===== src/rtl/pipe_ctrl_unit.sv =====
// pipe_ctrl_unit: decodes the ID opcode into a control bundle and walks it through ID/EX, EX/MEM, MEM/WB.
// Latency: decode lands on ex_* one edge after ID, mem_* after two, wb_* after three; pc_write/ifid_* are combinational.
// Backpressure: mem_ready=0 freezes all control registers and drops pc_write/ifid_write; hazards hold PC and IF/ID while a bubble enters EX.
//
// Ports:
//   clk, reset               core clock, asynchronous active-high reset
//   id_valid, id_opcode      ID-stage instruction valid and instr[6:0]
//   id_rs1, id_rs2, id_rd    ID-stage register addresses
//   ex_redirect              EX resolved a taken branch / JAL / JALR
//   mem_ready                data memory completes this cycle
//   pc_write, ifid_write     PC and IF/ID register enables
//   ifid_flush               clear IF/ID to a NOP
//   ex_*                     ID/EX control (alusrc, aluop, branch, jump, jalrsel, rd)
//   mem_*                    EX/MEM control (memread, memwrite, regwrite, rd)
//   wb_*                     MEM/WB control (regwrite, memtoreg, pcsel, rd)
//   stall_count              saturating count of cycles with pc_write=0
//   fwd_a, fwd_b             forwarding selects for EX operands
//
// Build option: define FORWARD_EN to drive fwd_a/fwd_b from the EX/MEM and MEM/WB
// destinations and stall only on load-use. Without it the selects are tied to 00 and
// ID also stalls on any RAW match against a writing instruction in EX or MEM.

module pipe_ctrl_unit #(
    parameter int REG_AW      = 5,
    parameter int ALUOP_W     = 2,
    parameter int STALL_CNT_W = 16
) (
    input  logic                   clk,
    input  logic                   reset,
    input  logic                   id_valid,
    input  logic [6:0]             id_opcode,
    input  logic [REG_AW-1:0]      id_rs1,
    input  logic [REG_AW-1:0]      id_rs2,
    input  logic [REG_AW-1:0]      id_rd,
    input  logic                   ex_redirect,
    input  logic                   mem_ready,
    output logic                   pc_write,
    output logic                   ifid_write,
    output logic                   ifid_flush,
    output logic                   ex_alusrc,
    output logic [ALUOP_W-1:0]     ex_aluop,
    output logic                   ex_branch,
    output logic                   ex_jump,
    output logic                   ex_jalrsel,
    output logic [REG_AW-1:0]      ex_rd,
    output logic                   mem_memread,
    output logic                   mem_memwrite,
    output logic                   mem_regwrite,
    output logic [REG_AW-1:0]      mem_rd,
    output logic                   wb_regwrite,
    output logic                   wb_memtoreg,
    output logic                   wb_pcsel,
    output logic [REG_AW-1:0]      wb_rd,
    output logic [STALL_CNT_W-1:0] stall_count,
    output logic [1:0]             fwd_a,
    output logic [1:0]             fwd_b
);

    // RV32I major opcodes
    localparam logic [6:0] OP_R     = 7'b0110011;
    localparam logic [6:0] OP_I     = 7'b0010011;
    localparam logic [6:0] OP_LW    = 7'b0000011;
    localparam logic [6:0] OP_SW    = 7'b0100011;
    localparam logic [6:0] OP_BR    = 7'b1100011;
    localparam logic [6:0] OP_JAL   = 7'b1101111;
    localparam logic [6:0] OP_JALR  = 7'b1100111;
    localparam logic [6:0] OP_LUI   = 7'b0110111;
    localparam logic [6:0] OP_AUIPC = 7'b0010111;

    // ALUOp codes, zero-extended when ALUOP_W is wider than 2
    localparam logic [ALUOP_W-1:0] ALU_MEM = ALUOP_W'(2'b00);
    localparam logic [ALUOP_W-1:0] ALU_BR  = ALUOP_W'(2'b01);
    localparam logic [ALUOP_W-1:0] ALU_RI  = ALUOP_W'(2'b10);
    localparam logic [ALUOP_W-1:0] ALU_JMP = ALUOP_W'(2'b11);

    // Full bundle held in ID/EX; later stages keep only what they still consume.
    typedef struct packed {
        logic               alusrc;
        logic [ALUOP_W-1:0] aluop;
        logic               branch;
        logic               jump;
        logic               jalrsel;
        logic               memread;
        logic               memwrite;
        logic               regwrite;
        logic               memtoreg;
        logic               pcsel;
        logic [REG_AW-1:0]  rd;
    } idex_t;

    typedef struct packed {
        logic              memread;
        logic              memwrite;
        logic              regwrite;
        logic              memtoreg;
        logic              pcsel;
        logic [REG_AW-1:0] rd;
    } exmem_t;

    typedef struct packed {
        logic              regwrite;
        logic              memtoreg;
        logic              pcsel;
        logic [REG_AW-1:0] rd;
    } memwb_t;

    idex_t  id_dec;
    idex_t  idex_d,  idex_q;
    exmem_t exmem_d, exmem_q;
    memwb_t memwb_d, memwb_q;

    logic [STALL_CNT_W-1:0] stall_cnt_d, stall_cnt_q;
    logic                   redir_pend_d, redir_pend_q;

    logic ex_hit;
    logic load_use;
    logic hazard;
    logic redirect_now;

    // ------------------------------------------------------------------
    // ID decode. Unknown opcodes and invalid slots become an all-zero
    // bubble; rd is zeroed for non-writing instructions so downstream
    // hazard/forward compares never need to look at regwrite.
    // ------------------------------------------------------------------
    always_comb begin
        id_dec = '0;
        if (id_valid) begin
            case (id_opcode)
                OP_R: begin
                    id_dec.regwrite = 1'b1;
                    id_dec.aluop    = ALU_RI;
                end
                OP_I: begin
                    id_dec.alusrc   = 1'b1;
                    id_dec.regwrite = 1'b1;
                    id_dec.aluop    = ALU_RI;
                end
                OP_LW: begin
                    id_dec.alusrc   = 1'b1;
                    id_dec.memread  = 1'b1;
                    id_dec.memtoreg = 1'b1;
                    id_dec.regwrite = 1'b1;
                    id_dec.aluop    = ALU_MEM;
                end
                OP_SW: begin
                    id_dec.alusrc   = 1'b1;
                    id_dec.memwrite = 1'b1;
                    id_dec.aluop    = ALU_MEM;
                end
                OP_BR: begin
                    id_dec.branch   = 1'b1;
                    id_dec.aluop    = ALU_BR;
                end
                OP_JAL: begin
                    id_dec.jump     = 1'b1;
                    id_dec.regwrite = 1'b1;
                    id_dec.pcsel    = 1'b1;
                    id_dec.aluop    = ALU_JMP;
                end
                OP_JALR: begin
                    id_dec.alusrc   = 1'b1;
                    id_dec.jalrsel  = 1'b1;
                    id_dec.regwrite = 1'b1;
                    id_dec.pcsel    = 1'b1;
                    id_dec.aluop    = ALU_JMP;
                end
                OP_LUI, OP_AUIPC: begin
                    id_dec.alusrc   = 1'b1;
                    id_dec.regwrite = 1'b1;
                    id_dec.aluop    = ALU_MEM;
                end
                default: ;
            endcase
        end
        if (id_dec.regwrite) begin
            id_dec.rd = id_rd;
        end
    end

    // ------------------------------------------------------------------
    // Hazard detection. A nonzero rd already implies RegWrite, so x0 and
    // non-writing instructions never raise a hazard.
    // ------------------------------------------------------------------
    assign ex_hit   = (idex_q.rd != '0) && ((idex_q.rd == id_rs1) || (idex_q.rd == id_rs2));
    assign load_use = id_valid && idex_q.memread && ex_hit;

`ifdef FORWARD_EN
    assign hazard = load_use;
`else
    logic mem_hit;
    assign mem_hit = (exmem_q.rd != '0) && ((exmem_q.rd == id_rs1) || (exmem_q.rd == id_rs2));
    // Without forwarding the consumer waits until the producer reaches WB.
    assign hazard  = id_valid && (ex_hit || mem_hit);
`endif

    // A redirect seen during a freeze is remembered so it still fires on
    // the first ready cycle even if EX stops asserting it.
    assign redirect_now = mem_ready && (ex_redirect || redir_pend_q);

    // ------------------------------------------------------------------
    // Pipeline advance. Priority: freeze > flush > hazard stall.
    // ------------------------------------------------------------------
    always_comb begin
        pc_write     = 1'b1;
        ifid_write   = 1'b1;
        ifid_flush   = 1'b0;
        idex_d       = id_dec;
        exmem_d      = '{memread:  idex_q.memread,
                         memwrite: idex_q.memwrite,
                         regwrite: idex_q.regwrite,
                         memtoreg: idex_q.memtoreg,
                         pcsel:    idex_q.pcsel,
                         rd:       idex_q.rd};
        memwb_d      = '{regwrite: exmem_q.regwrite,
                         memtoreg: exmem_q.memtoreg,
                         pcsel:    exmem_q.pcsel,
                         rd:       exmem_q.rd};
        redir_pend_d = 1'b0;

        if (!mem_ready) begin
            pc_write     = 1'b0;
            ifid_write   = 1'b0;
            idex_d       = idex_q;
            exmem_d      = exmem_q;
            memwb_d      = memwb_q;
            redir_pend_d = redir_pend_q || ex_redirect;
        end else if (redirect_now) begin
            // Wrong-path instruction in ID is squashed; EX proceeds normally.
            ifid_flush = 1'b1;
            idex_d     = '0;
        end else if (hazard) begin
            pc_write   = 1'b0;
            ifid_write = 1'b0;
            idex_d     = '0;
        end
    end

    always_comb begin
        stall_cnt_d = stall_cnt_q;
        if (!pc_write && (stall_cnt_q != '1)) begin
            stall_cnt_d = stall_cnt_q + STALL_CNT_W'(1);
        end
    end

    always_ff @(posedge clk or posedge reset) begin
        if (reset) begin
            idex_q       <= '0;
            exmem_q      <= '0;
            memwb_q      <= '0;
            stall_cnt_q  <= '0;
            redir_pend_q <= 1'b0;
        end else begin
            idex_q       <= idex_d;
            exmem_q      <= exmem_d;
            memwb_q      <= memwb_d;
            stall_cnt_q  <= stall_cnt_d;
            redir_pend_q <= redir_pend_d;
        end
    end

    // ------------------------------------------------------------------
    // Forwarding selects: 10 = from EX/MEM (youngest wins), 01 = from MEM/WB.
    // ------------------------------------------------------------------
`ifdef FORWARD_EN
    logic [REG_AW-1:0] id_src1, id_src2;
    logic [REG_AW-1:0] ex_rs1_d, ex_rs1_q;
    logic [REG_AW-1:0] ex_rs2_d, ex_rs2_q;

    // Source addresses travel with the bundle; bubbles carry x0 so they
    // never select a forward path.
    assign id_src1 = (id_dec != '0) ? id_rs1 : '0;
    assign id_src2 = (id_dec != '0) ? id_rs2 : '0;

    always_comb begin
        ex_rs1_d = id_src1;
        ex_rs2_d = id_src2;
        if (!mem_ready) begin
            ex_rs1_d = ex_rs1_q;
            ex_rs2_d = ex_rs2_q;
        end else if (redirect_now || hazard) begin
            ex_rs1_d = '0;
            ex_rs2_d = '0;
        end
    end

    always_ff @(posedge clk or posedge reset) begin
        if (reset) begin
            ex_rs1_q <= '0;
            ex_rs2_q <= '0;
        end else begin
            ex_rs1_q <= ex_rs1_d;
            ex_rs2_q <= ex_rs2_d;
        end
    end

    always_comb begin
        fwd_a = 2'b00;
        fwd_b = 2'b00;
        if ((exmem_q.rd != '0) && (exmem_q.rd == ex_rs1_q)) begin
            fwd_a = 2'b10;
        end else if ((memwb_q.rd != '0) && (memwb_q.rd == ex_rs1_q)) begin
            fwd_a = 2'b01;
        end
        if ((exmem_q.rd != '0) && (exmem_q.rd == ex_rs2_q)) begin
            fwd_b = 2'b10;
        end else if ((memwb_q.rd != '0) && (memwb_q.rd == ex_rs2_q)) begin
            fwd_b = 2'b01;
        end
    end
`else
    assign fwd_a = 2'b00;
    assign fwd_b = 2'b00;
`endif

    // ------------------------------------------------------------------
    // Output mapping
    // ------------------------------------------------------------------
    assign ex_alusrc    = idex_q.alusrc;
    assign ex_aluop     = idex_q.aluop;
    assign ex_branch    = idex_q.branch;
    assign ex_jump      = idex_q.jump;
    assign ex_jalrsel   = idex_q.jalrsel;
    assign ex_rd        = idex_q.rd;

    assign mem_memread  = exmem_q.memread;
    assign mem_memwrite = exmem_q.memwrite;
    assign mem_regwrite = exmem_q.regwrite;
    assign mem_rd       = exmem_q.rd;

    assign wb_regwrite  = memwb_q.regwrite;
    assign wb_memtoreg  = memwb_q.memtoreg;
    assign wb_pcsel     = memwb_q.pcsel;
    assign wb_rd        = memwb_q.rd;

    assign stall_count  = stall_cnt_q;

endmodule


===== config.mk =====
export PLATFORM = sky130hd
export DESIGN_NAME = pipe_ctrl_unit
export DESIGN_NICKNAME = d
export VERILOG_FILES = /design/src/rtl/pipe_ctrl_unit.sv
export SDC_FILE = /design/constraint.sdc
export NUM_CORES = 1
export LEC_CHECK = 0
export BUFFER_PORTS_ARGS = -buffer_cell sky130_fd_sc_hd__buf_2
export CAP_MARGIN = 20
export CORE_UTILIZATION = 51
export DETAILED_ROUTE_END_ITERATION = 10
export GPL_ROUTABILITY_DRIVEN = 0
export PLACE_DENSITY_LB_ADDON = 0.15
export SLEW_MARGIN = 40
export SYNTH_ARGS = -nofsm -noshare
export SYNTH_HDL_FRONTEND = slang
export SYNTH_SLANG_ARGS = --single-unit

===== constraint.sdc =====
create_clock -name clk -period 2.3 [get_ports clk]
set_input_delay 0.46 -clock clk [delete_from_list [all_inputs] [get_ports clk]]
set_output_delay 0.46 -clock clk [all_outputs]
set_load 0.02 [all_outputs]

==> metrics.md <==
| Metric | Value |
|---|---|
| Kind of critical path | reg -> out |
| Synth top area share | 0.500 |
| FILL cells | 387 |
| Biggest area consumer among synthesized cells | dfrtp_1 |
| Clock Tree Buf Depth | 2 |
| Final Hold Fails | 0 |
| Status | finished, violations left |
| Detail Route Antenna Nets | 0 |
| CTS Root Cell | clkbuf_8 |
| Setup ws final | -0.0280 ns |
| # diodes | 0 |
| FF+latch area | 1230 um2 |
| WL final | 5.00 mm |
| Unique masters post-synth | 42 |
| Post-route core utilization | 0.667 |
| Port buffer count | 72 |
| Ys flop type | dfrtp_1 |
| Clock Latency Late Sink | 0.30 ns |
| Register area share after synthesis | 0.500 |
| Setup violators final | 2 |
| First-pass DRT Iterations | 8 |
| Setup crit end kind | output port |
| Clock transition at the registers of the reported paths | 0.09 ns |
| PwrDens | 608 nW/um2 |
| Final slew viol count | 0 |
| Fin Setup TNS | -0.0559 ns |
| Dpl hpwl | 3.46 mm |
| Residual DRC | 7 |
| Total gr overflow | 0 |
| Initial core utilization | 0.548 |
| Clk sinks | 49 |
| Total CTS buffers | 5 |
| Asr flop ratio synth | 1.00 |
| Post-synthesis cell area | 2450 um2 |
| Routed vias | 1862 |
| First-pass GRT wire length | 7.95 mm |
| CP bufs+invs | 2 |
| Die footprint | 5090 um2 |
| Reg2reg end | ex_rd[3] |
| Final period util | 1.01 |
| Unrepaired setup endpoints after global routing | yes |
| Crit-path max FO | 4 |
| Final Net Count | 320 |
| Worst reg2reg startpoint | ex_rd[0] |
| Via density | 5.40 |
| Levels on crit path | 7 |
| Flops & latches, synth | 49 |
| Hold WC Path Type | in -> async |
| CTS tree | yes |
| VDD IR max | 0.533 mV |
| Synth Instances | 216 |
| Hold WS | 0.0499 ns |
| # IOs | 77 |
| H-Tree Depth | 2 |
| Core footprint | 4470 um2 |
| Share of layout cells above drive strength 1 | 0.447 |
| Largest net degree at the start of global routing | 25 |
| WP data arrival | 1.87 ns |
| Slowest stage delay, CP | 0.45 ns |
| Number of synthesized flops with an enable pin | 0 |
| Area of the multi-input gates | 1060 um2 |
| Max-cap violations | 0 |
| Syn avg cell area | 11.4 um2 |
| Die Ht | 71.3 um |
| Vias in the first global route | 1609 |
| Failing checks | DRC, setup timing |
| R2R Setup Slk | 0.14 ns |
| Req. time, crit path | 1.84 ns |
| Largest cells by area after synthesis | dfrtp_1, mux2_2, xnor2_1, xor2_1, buf_4 |
| Post-DR wirelength/cell | 14.5 um |
| GRT Total Usage | 0.203 |
| Leak pwr | 1.59 nW |
| Max Clock Skew | 0.00773 ns |
| CP delay by family, top | compound AO/OA/AOI/OAI gates |
| Yosys warning count | 0 |
| Site Rows | 24 |
| Fmax achieved | 0.430 GHz |
| Die X | 71.3 um |
| Iteration-0 DRC Markers | 109 |
| CTS Hold Buffers Added | 0 |
| CP max stage cell | dfrtp_2 |
| Fin crit period | 2.33 ns |
| Layout overhead on the synthesized area | 21.7% |
| Number of antenna violations at the first check in global routing | 0 |
| Worst setup SP type | flop |
| Critical-path cell list | xor2_1 -> nor3_1 -> a32oi_1 -> o22a_2 -> o21ai_2 -> inv_2 -> buf_6 |
| Register-to-Register Path Depth | 8 |
## how the worst max path moves through the flow
stage,start,end,slack [ns]
2_1_floorplan,id_rs2[2],pc_write,0.09
3_3_place_gp,id_rs2[2],pc_write,0.05
3_5_place_dp,id_rs2[2],pc_write,0.02
4_1_cts,ex_rd[4],pc_write,-0.02
5_1_grt,ex_rd[4],ifid_write,-0.09
6_report,ex_rd[4],pc_write,-0.03
## registers in the layout (all words and copies together) (netlist names)
name          flops
mem_rd            5
mem_regwrite      1
wb_memtoreg       1
wb_pcsel          1
ex_branch         1
wb_rd             5
wb_regwrite       1
exmem_q           1
ex_aluop          2
idex_q            4
mem_memwrite      1
ex_alusrc         1
mem_memread       1
ex_rd             5
ex_jalrsel        1
redir_pend_q      1
stall_count      16
ex_jump           1
## metal layers
layer  global-route usage  wire length (um)  share of wire  up-vias
li1                     -                 -              -      886
met1                0.303              2360           0.47      908
met2                0.296              2280           0.46       61
met3               0.0506               306          0.061        7
met4               0.0556                52          0.010        0
met5                    0                 0              0        -
## kinds of logic (layout without fill, tap and decap cells)
family,count (synthesis),count (layout),synth area share
simple gates,53,53,0.113
flops,49,49,0.500
xor+xnor,34,34,0.121
compound gates,30,30,0.101
buf+inv,30,104,0.0755
mux,18,18,0.0827
fa+ha+maj,1,1,0.00510
other cells,1,4,0.00153
## cells in the final DEF (no fill, tap or decap), types with 3 or more instances in the layout
master / count
nand4_1: 5
a22o_1: 5
inv_1: 5
xnor2_1: 17
dfrtp_1: 43
o2bb2ai_1: 5
mux2_2: 18
conb_1: 4
nor2_1: 11
a32oi_1: 3
xor2_1: 17
nand2_1: 12
nor3_1: 3
nand3_1: 6
dfrtp_2: 6
clkbuf_8: 5
buf_2: 70
o21ai_0: 4
buf_4: 16
and3_1: 5
## metrics by stage
step                area, um2  cells  power, mW  setup WS, ns
global placement         2800    328       1.33        0.0520
floorplan                2460    219       1.21        0.0889
CTS                      2960    342       1.83       -0.0150
detailed placement       2800    328       1.33        0.0220
finish                   2990    345       1.81       -0.0280
global route             2990    345       1.91       -0.0932
## cells in the mapped netlist (all sizes together) (2+ instances only)
library cell	instances
xor2	17
inv	7
dfrtp	49
a21oi	3
nand3	7
mux2	18
nand4	5
or4	2
xnor2	17
a22o	5
o21ai	5
buf	22
o2bb2ai	5
nor3	4
nand2	12
and2	2
nor2	11
a32oi	3
and3	6
## area by class of cell
class,count,share of cell area
clock buffer,5,0.0231
clock inverter,3,0.00587
inverter,7,0.00880
multi-input combinational,140,0.355
sequential,49,0.413
tap,52,0.0218
timing repair buffer,89,0.172
## what timing repair did
item | 4_1_cts | 5_1_grt
endpoints found under the setup margin | 2 | 2
setup buffers | 6 | 3
gates resized for setup | 12 | 2
pin swaps | 6 | 0
## power by group
part	total (mW)	switching, mW	internal (mW)	leakage (nW)
Clock	0.491	0.281	0.210	0.0439
Sequential	0.977	0.0602	0.917	0.662
Combinational	0.346	0.201	0.145	0.884
(Power assumes the default switching activity.)
